==> src/rtl/serial_pkg.sv <==
// Shared constants and FSM state type for the serial symbol assembler.
// Defaults give a 96-bit word built from 32 three-bit symbols.
package serial_pkg;
    localparam int DEF_SELECT_SIZE    = 3;
    localparam int DEF_ROM_DATA_WIDTH = 96;
    localparam int SYMBOLS            = DEF_ROM_DATA_WIDTH / DEF_SELECT_SIZE;
    localparam int CNT_W              = $clog2(SYMBOLS);

    typedef enum logic {
        ST_COLLECT,
        ST_FULL
    } state_t;
endpackage

==> src/rtl/serial_data_assembler.sv <==
// Packs LSB-first symbols into a word presented on a valid/ready port.
// Define SERIAL_ASSEMBLER_DOUBLE_BUF_EN to overlap collection with the held word.
module serial_data_assembler
    import serial_pkg::*;
#(
    parameter int ROM_DATA_WIDTH = DEF_ROM_DATA_WIDTH,
    parameter int SELECT_SIZE    = DEF_SELECT_SIZE
) (
    input  logic                      clk_i,
    input  logic                      rst_ni,
    input  logic                      clr_i,
    input  logic                      sym_valid_i,
    input  logic [SELECT_SIZE-1:0]    sym_data_i,
    output logic                      sym_ready_o,
    output logic                      word_valid_o,
    output logic [ROM_DATA_WIDTH-1:0] word_data_o,
    input  logic                      word_ready_i
);
    localparam int NUM_SYM = ROM_DATA_WIDTH / SELECT_SIZE;
    localparam int CW      = $clog2(NUM_SYM);

    logic [CW-1:0]             r_cnt;
    logic [ROM_DATA_WIDTH-1:0] r_shift;
    logic                      r_word_valid;
    state_t                    r_state;

    logic                      w_acc;
    logic                      w_take;
    logic                      w_last;
    logic [ROM_DATA_WIDTH-1:0] w_shift_nxt;

    assign w_take      = r_word_valid & word_ready_i;
    assign w_acc       = sym_valid_i & sym_ready_o & ~clr_i;
    assign w_last      = w_acc & (r_cnt == CW'(NUM_SYM - 1));
    assign w_shift_nxt = {sym_data_i, r_shift[ROM_DATA_WIDTH-1:SELECT_SIZE]};

    assign word_valid_o = r_word_valid;

`ifdef SERIAL_ASSEMBLER_DOUBLE_BUF_EN
    logic [ROM_DATA_WIDTH-1:0] r_word_data;

    assign sym_ready_o = (r_state == ST_COLLECT);
    assign word_data_o = r_word_data;

    always_ff @(posedge clk_i or negedge rst_ni) begin
        if (!rst_ni) begin
            r_cnt        <= '0;
            r_shift      <= '0;
            r_word_valid <= 1'b0;
            r_word_data  <= '0;
            r_state      <= ST_COLLECT;
        end else begin
            if (w_take) r_word_valid <= 1'b0;
            // Abort also discards a completed word parked in the shift reg.
            if (clr_i) begin
                r_cnt   <= '0;
                r_shift <= '0;
                r_state <= ST_COLLECT;
            end else begin
                unique case (r_state)
                    ST_COLLECT: begin
                        if (w_acc) begin
                            r_shift <= w_shift_nxt;
                            r_cnt   <= w_last ? '0 : r_cnt + 1'b1;
                            if (w_last) begin
                                if (!r_word_valid || w_take) begin
                                    r_word_data  <= w_shift_nxt;
                                    r_word_valid <= 1'b1;
                                end else begin
                                    r_state <= ST_FULL;
                                end
                            end
                        end
                    end
                    ST_FULL: begin
                        if (w_take) begin
                            r_word_data  <= r_shift;
                            r_word_valid <= 1'b1;
                            r_state      <= ST_COLLECT;
                        end
                    end
                    default: r_state <= ST_COLLECT;
                endcase
            end
        end
    end
`else
    assign sym_ready_o = ~r_word_valid & (r_state == ST_COLLECT);
    assign word_data_o = r_shift;

    always_ff @(posedge clk_i or negedge rst_ni) begin
        if (!rst_ni) begin
            r_cnt        <= '0;
            r_shift      <= '0;
            r_word_valid <= 1'b0;
            r_state      <= ST_COLLECT;
        end else begin
            r_state <= ST_COLLECT;
            if (w_take) r_word_valid <= 1'b0;
            // The shift reg is the output word; keep it while one is pending.
            if (clr_i) begin
                r_cnt <= '0;
                if (!r_word_valid) r_shift <= '0;
            end else if (w_acc) begin
                r_shift <= w_shift_nxt;
                r_cnt   <= w_last ? '0 : r_cnt + 1'b1;
                if (w_last) r_word_valid <= 1'b1;
            end
        end
    end
`endif
endmodule

==> config.mk <==
export PLATFORM = sky130hd
export DESIGN_NAME = serial_data_assembler
export DESIGN_NICKNAME = d
export VERILOG_FILES = /design/src/rtl/serial_pkg.sv /design/src/rtl/serial_data_assembler.sv
export SDC_FILE = /design/constraint.sdc
export NUM_CORES = 1
export LEC_CHECK = 0
export CORE_AREA = 2 2 99 101
export CTS_BUF_LIST = sky130_fd_sc_hd__clkbuf_8
export DETAILED_ROUTE_END_ITERATION = 8
export DIE_AREA = 0 0 101 103
export PLACE_DENSITY = 0.78
export SLEW_MARGIN = 20
export SYNTH_ARGS = -nofsm -noshare
export SYNTH_HDL_FRONTEND = slang
export SYNTH_SLANG_ARGS = --single-unit
==> constraint.sdc <==
create_clock -name clk_i -period 1.6 [get_ports clk_i]
set_clock_uncertainty 0.05 [all_clocks]
set_input_delay 0.32 -clock clk_i [delete_from_list [all_inputs] [get_ports clk_i]]
set_output_delay 0.32 -clock clk_i [all_outputs]
set_load 0.005 [all_outputs]
# Word-level counts from Yosys, hierarchy flattened
# Cells that the tools add are included.
totals:
  regBits: 102
  elab_cells: 24
  inputBits: 8
classes:
  n_mux: 10
  reduce_logical: 2
  bitwise: 6
  addsub: 1
  eq_ne: 2
ops:
  columns: ["operator", "n"]
  rows:
  - ["$mux 96", 3]
  - ["$mux 5", 3]
  - ["$add 5x1->5 const B", 1]
  - ["$eq 5x5->1 const B", 1]
  - ["$and 1x1->1", 4]
  - ["$mux 1", 4]
  - ["$ne 2x2->1 const B", 1]
  - ["$not 1->1", 2]
  - ["$reduce_and 2->1", 1]
  - ["$reduce_bool 2->1", 1]

# Longest topological paths before layout
# Gate-level depths: netlist of the first run.
logic_depth:
  ltp_word: 7
  mapped_depth: 6

# Least setup slack after synthesis of the first run
# OpenSTA, ideal clock, no wires.
synth_path:
  kind: "reg-to-reg"
  from: "register r_cnt[0]"
  to: "register r_cnt[2]"
  path_buffers: 0
  t_required_ps: 1473
  synth_period_minus_slack_ps: 1757
  arrival_ps: 1630
  setup_ps: 77
  stages_incl_launch_ff: 6
  slack_ps: -157
  path_cell_list: "dfrtp_1 ha_1 and3_1 ha_1 or4b_1 a21oi_1"
synth_between:
  elab_chain_cells: 5
synth_lines:
  columns: ["item", "line_no", "source"]
  rows:
  - ["start, declared", "serial_data_assembler.sv:22", "logic [CW-1:0] r_cnt;"]
  - ["start signal, assigned", "serial_data_assembler.sv:106", "r_cnt <= w_last ? '0 : r_cnt + 1'b1;"]
  - ["parallel branches: the longest is 2 deep, another holds $add 5x1->5", null, null]
  - ["$mux 5 *", "serial_data_assembler.sv:106", null]
  - ["$mux 5 *", "serial_data_assembler.sv:104", "end else if (w_acc) begin"]
  - ["$mux 5 *", "serial_data_assembler.sv:101", "if (clr_i) begin"]
# Every way passes the cells marked *. The select of a mux whose other input is x is not followed.
# A chain may end at the register's enable or synchronous reset.

# Worst setup path after layout of the first run
layout_path:
  from: "register r_cnt[1]"
  to: "register r_cnt[2]"
# Same word-level chain as after synthesis.

==> impl_metrics.py, run 1 <==
metrics = {
    "synthesis": {
        "ys_ff_latch": 102,
        "yosysWarningCount": 0,
        "synth_edf_count": 0,
        "synth_top_cell_area_share": 0.693,
        "synth_top_cell_by_area": "dfrtp_1",
        "synthArstFlopShare": 1.00,
        "synth_top_cells_by_area": "dfrtp_1 (69%), a22o_1 (23%), buf_2 (1.5%)",
        "yosys-top-cells-count": "dfrtp_1 (102), a22o_1 (96), buf_2 (11), buf_4 (6), clkbuf_1 (5)",
        "ys_seq_area_frac": 0.693,
        "synth_area_mm2": 0.00368,
        "synth_area_per_cell_um2": 15.0,
        "syn-instance-count": 245,
        "yosysMostFrequentCell": "dfrtp_1",
        "yosys_most_used_dff": "dfrtp_1",
        "synth_nets": 255,
        "ys_types": 23,
    },
    "run": {
        "drv_cap": 0,
    },
    "grt": {
        "grt_max_degree": 54,
        "grt_pass1_vias": 2922,
        "grt_use_total": 0.184,
        "grt_pass1_wl_um": 14900,
        "grt-ovfl-total": 0,
        "grt_antenna_before_repair": 0,
    },
    "timing": {
        "rsz0062_at_grt": "yes",
        "hold_viol_final": 0,
        "slew_headroom": 0.812,
        "drv_slew": 0,
        "tns_ns": -0.0731,
        "fin_crit_ns": 1.67,
        "finalSetupViolations": 1,
        "period_share": 1.05,
        "setup_ws_ns": -0.0731,
        "fmax_ghz": 0.598,
        "tightest_slew_ns": 0.282,
    },
    "pwr": {
        "ir_drop_mv": 0.499,
        "combPwrFrac": 0.061,
        "powerDensity_mw_per_mm2": 782,
        "total_power_uw": 4590,
        "clkPwrFrac": 0.373,
        "p_leak_uw": 0.00348,
        "p_int_uw": 3500,
        "swShare": 0.239,
        "power_frac_seq": 0.565,
        "power_switching_uw": 1100,
    },
    "cts": {
        "clk_latency_ns": 0.36,
        "cts.path.max_buffers": 2,
        "cts_root_buf": "clkbuf_8",
        "clock-sinks": 102,
        "numCtsBuffers": 9,
        "clkTransAtPathRegs_ns": 0.10,
        "h-tree-depth": 3,
        "cts_tree": "yes",
    },
    "drt": {
        "vias": 2976,
        "drc": 0,
        "drt-total-wl_um": 9940,
        "highest_layer": "met4",
        "wire_per_inst_um": 17.5,
        "wl_met1_um": 4420,
        "first_iter_violations": 98,
        "drt_pre_antenna_iters": 5,
        "postRouteAntennaNets": 0,
        "met2_length_um": 4930,
        "wl_met3_um": 450,
        "viasPerCell": 5.24,
    },
    "floorplanning": {
        "pin_count": 106,
        "initial_core_util": 0.389,
        "core_area_mm2": 0.00946,
        "row_count": 36,
        "die-width_um": 101,
        "die_y_um": 103,
        "dieArea_mm2": 0.0104,
    },
    "setup_path": {
        "required_ns": 1.83,
        "worstPathArrival_ns": 1.91,
        "end_kind": "flop",
        "crit_path_max_fanout": 6,
        "path_class": "flop to flop",
        "start_kind": "flop",
    },
    "final_layout": {
        "nets": 459,
        "multi_input_area_mm2": 0.00105,
        "drive_above_1_share": 0.300,
        "areaGrowthSynthToFinish_pct": 59.5,
        "fillers": 749,
        "regArea_mm2": 0.00255,
        "antenna_cells": 0,
    },
    "status": {
        "status": "finished with violations",
        "violations": "negative setup slack",
    },
    "placed_design": {
        "pre_cts_ws_ns": -0.188,
        "dp_hpwl_um": 5310,
        "port-buffer-count": 105,
        "globalplace.congestion": 0.757,
    },
    "min_path": {
        "hold_path.class": "input pin to async pin",
    },
}
## metrics by stage
stage	std cells	area [um^2]	hold WS, ns	util
2_1_floorplan	245	3700	-0.0256	-
3_3_place_gp	457	4970	0.163	0.526
3_5_place_dp	457	4970	0.165	0.526
5_1_grt	568	5870	0.332	0.621
6_report	568	5870	0.323	0.621
4_1_cts	561	5740	0.307	0.606
## registers in the layout (all words and copies together), names as in the netlist
| register | count |
|---|---|
| r_cnt | 5 |
| word_data_o | 96 |
| word_valid_o | 1 |
## worst max-delay path, stage by stage (launching register included)
cell and delay [ns]:
dfrtp_1 0.40, ha_2 0.19, and3_4 0.15, ha_4 0.17, or4b_1 0.50, a21oi_1 0.14
## final timing paths
check | from | to | slack (ns) | cells after the start
worst max-delay path | r_cnt[1] | r_cnt[2] | -0.07 | 5
worst max register to register | r_cnt[1] | r_cnt[2] | -0.07 | 5
worst min register to register | word_data_o[0] | word_data_o[0] | 0.46 | 1
max in group asynchronous | rst_ni | word_data_o[86] | 0.61 | 3
min in group clk_i | word_data_o[0] | word_data_o[0] | 0.46 | 1
worst min-delay path | rst_ni | r_cnt[3] | 0.32 | 2
## logic make-up (layout without fill, tap and decap cells)
family                     count (synthesis)  in the layout  synth area share
muxes                                      1              1           0.00272
adders and majority gates                  2              2           0.00680
and+or+nand+nor                           12             12            0.0207
AOI/OAI and AO/OA                        105            105             0.243
buffers and inverters                     23            232            0.0333
DFF                                      102            102             0.693
## power by group through the flow
stage,Combinational (uW),Clock [uW],Sequential (uW)
after floorplan,103,0,2650
after global placement,242,0,2650
after detailed placement,246,0,2650
after CTS,259,1760,2600
after global routing,311,1880,2600
final,282,1710,2600
## cell usage in the layout, fill, tap and decap left out, drive strengths merged
cell type      Yosys  routed
or3                1       1
a22o              96      96
nand3              1       1
buf               17     108
nor2               3       3
o2bb2ai            1       1
or3b               1       1
o21ai              3       3
or4b               1       1
dlymetal6s2s       0      10
bufinv             0       1
nand2b             1       1
nand2              2       2
clkinvlp           0       1
dfrtp            102     102
mux2i              1       1
dlygate4sd2        0      88
ha                 2       2
clkbuf             5      12
clkdlybuf4s50      0       6
and3               1       1
inv                1       5
a31oi              1       1
a21oi              4       4
or4                1       1
dlygate4sd3        0       1
## metal layers
| layer | GRT usage | vias up |
|---|---|---|
| met5 | 0 | - |
| met1 | 0.243 | 1525 |
| met2 | 0.304 | 89 |
| met4 | 0.0624 | 0 |
| met3 | 0.0386 | 15 |
| li1 | - | 1347 |
## area by class of cell
type                    count  share of cell area
clock buffers              10              0.0234
clock inverters             6              0.0128
inverters                   1            0.000639
multi-input cells         120               0.178
flip-flops and latches    102               0.435
well taps                 114              0.0243
repair buffers            215               0.326
## timing repair
item / in CTS / in global routing
gates resized for setup: 89 / 13
hold buffers: 1 / 0
hold endpoints to repair: 17 / 0
gates cloned: 0 / 2
endpoints found under the setup margin: 99 / 53
buffers inserted: 87 / 5
pin swaps: 0 / 2
No activity file was read; power rests on OpenSTA's default activity.
==> inputs of run 2 (changes only) <==
Settings changed: REMOVE_ABC_BUFFERS set to 1, SKIP_CTS_REPAIR_TIMING set to 1.
==> impl_metrics.py, run 2 (synthesis results as in run 1) <==
metrics = {
    "cts": {
        "h-tree-depth": 3,
        "clk_latency_ns": 0.36,
        "clock-sinks": 102,
        "numCtsBuffers": 9,
        "cts_tree": "yes",
        "clkTransAtPathRegs_ns": 0.10,
        "cts_root_buf": "clkbuf_8",
        "cts.path.max_buffers": 2,
    },
    "drt": {
        "wl_met1_um": 4310,
        "first_iter_violations": 102,
        "drc": 0,
        "wire_per_inst_um": 17.3,
        "highest_layer": "met4",
        "postRouteAntennaNets": 0,
        "vias": 2861,
        "drt-total-wl_um": 9490,
        "wl_met3_um": 504,
        "met2_length_um": 4520,
        "viasPerCell": 5.21,
        "drt_pre_antenna_iters": 4,
    },
    "final_layout": {
        "antenna_cells": 0,
        "layout_common_cells": "dfrtp_1 (102), dlymetal6s2s_1 (98), a22o_1 (96)",
        "regArea_mm2": 0.00255,
        "drive_above_1_share": 0.274,
        "multi_input_area_mm2": 0.00105,
        "fin_cells": 549,
        "areaGrowthSynthToFinish_pct": 62.8,
        "fillers": 689,
        "nets": 440,
        "final_common_cell": "dfrtp_1",
        "largest_register_ff_count": 96,
    },
    "floorplanning": {
        "core_area_mm2": 0.00946,
        "row_count": 36,
        "initial_core_util": 0.389,
        "dieArea_mm2": 0.0104,
        "die-width_um": 101,
        "pin_count": 106,
        "die_y_um": 103,
    },
    "grt": {
        "grt_pass1_wl_um": 12900,
        "grt_pass1_vias": 2523,
        "grt_max_degree": 103,
        "grt_antenna_before_repair": 0,
        "grt-ovfl-total": 0,
        "grt_use_total": 0.158,
    },
    "timing": {
        "period_share": 1.08,
        "fmax_ghz": 0.577,
        "slew_headroom": 0.653,
        "drv_slew": 0,
        "finalSetupViolations": 3,
        "setup_ws_ns": -0.134,
        "tightest_slew_ns": 0.520,
        "fin_crit_ns": 1.73,
        "hold_viol_final": 0,
        "rsz0062_at_grt": "yes",
    },
    "setup_path": {
        "end_kind": "flop",
        "worstPathArrival_ns": 1.96,
        "critPathMaxStageDelay_ns": 0.51,
        "worstPathCellList": "ha_2 -> and3_4 -> ha_4 -> or4_4 -> a21oi_2",
        "rrSetupSlack_ns": -0.13,
        "required_ns": 1.83,
        "start_kind": "flop",
        "crit_path_max_fanout": 7,
        "reg2reg_to": "r_cnt[3]",
        "path_class": "flop to flop",
        "reg2reg_depth": 5,
        "reg2reg_from": "r_cnt[1]",
        "critical-path-slowest-cell": "or4_4",
    },
    "placed_design": {
        "dp_cells": 454,
        "port-buffer-count": 105,
        "globalplace.congestion": 0.712,
        "dp_hpwl_um": 4950,
        "pre_cts_ws_ns": -0.248,
    },
    "pwr": {
        "p_leak_uw": 0.00456,
        "powerDensity_mw_per_mm2": 747,
        "ir_drop_mv": 0.432,
        "total_power_uw": 4480,
    },
    "run": {
        "drv_cap": 0,
    },
    "min_path": {
        "holdPathEnd": "word_data_o[2]",
        "hold_path.class": "flop to flop",
        "hold_path.startpoint": "word_data_o[2]",
        "whs_path_depth": 1,
    },
    "status": {
        "violations": "negative setup slack",
        "status": "finished with violations",
    },
}
-- run 2: cell count changes in the layout (fill, tap and decap cells not counted), moves of 2 or more --
cell	before	now
inv_6	3	0
buf_12	7	5
clkinv_2	0	3
dlygate4sd2_1	88	0
dlymetal6s2s_1	10	98
clkbuf_16	2	0
buf_4	101	86
-- run 2: how the worst max path moves through the flow --
stage | from | end | slack, ns | cells after the start
floorplan | clr_i | word_data_o[0] | -1.0 | 2
global placement | r_cnt[0] | r_cnt[2] | -0.16 | 5
detailed placement | r_cnt[0] | r_cnt[2] | -0.25 | 5
CTS | r_cnt[0] | r_cnt[2] | -0.25 | 5
global route | r_cnt[1] | r_cnt[3] | -0.16 | 5
finish | r_cnt[1] | r_cnt[3] | -0.13 | 5
-- run 2: where the power goes --
group | total, uW | internal, uW | switching, uW
clock | 1630 | 761 | 868
sequential | 2600 | 2590 | 8.59
combinational | 253 | 94.2 | 159
-- run 2: stage by stage --
step                      utilization  hold WS (ns)  setup TNS [ns]  cell area [um^2]
final                           0.634         0.457          -0.283              5990
after global routing            0.634         0.450          -0.401              5990
after CTS                       0.540       -0.0234           -6.02              5110
after detailed placement        0.519         0.372          -10.03              4910
after global placement          0.519         0.366           -8.76              4910
after floorplan                     -       -0.0256          -96.57              3560
-- run 2: worst max-delay path, delay by kind of cell, from the launching register on --
kind | cells | cell delay (ns)
AND/OR/NAND/NOR | 2 | 0.70
flip-flops | 1 | 0.40
AO/OA/AOI/OAI | 1 | 0.14
adder cells (fa/ha/maj) | 2 | 0.37
-- run 2: metal layers --
metal  global-route usage  up-vias
met2                0.226       87
met3               0.0502       14
met1                0.223     1452
met5                    0        -
li1                     -     1308
met4               0.0686        0
-- run 2: layout make-up --
type	instances	area share
Sequential cell	102	0.426
Clock inverter	6	0.0102
Multi-Input combinational cell	120	0.176
Clock buffer	10	0.0230
Timing Repair Buffer	196	0.341
Inverter	1	0.000626
Tap cell	114	0.0238
==> inputs of run 3 (changes only) <==
Settings changed: CAP_MARGIN set to 15.
==> results of run 3 <==
The final DEF is identical to that of run 2; final timing and power are the same.
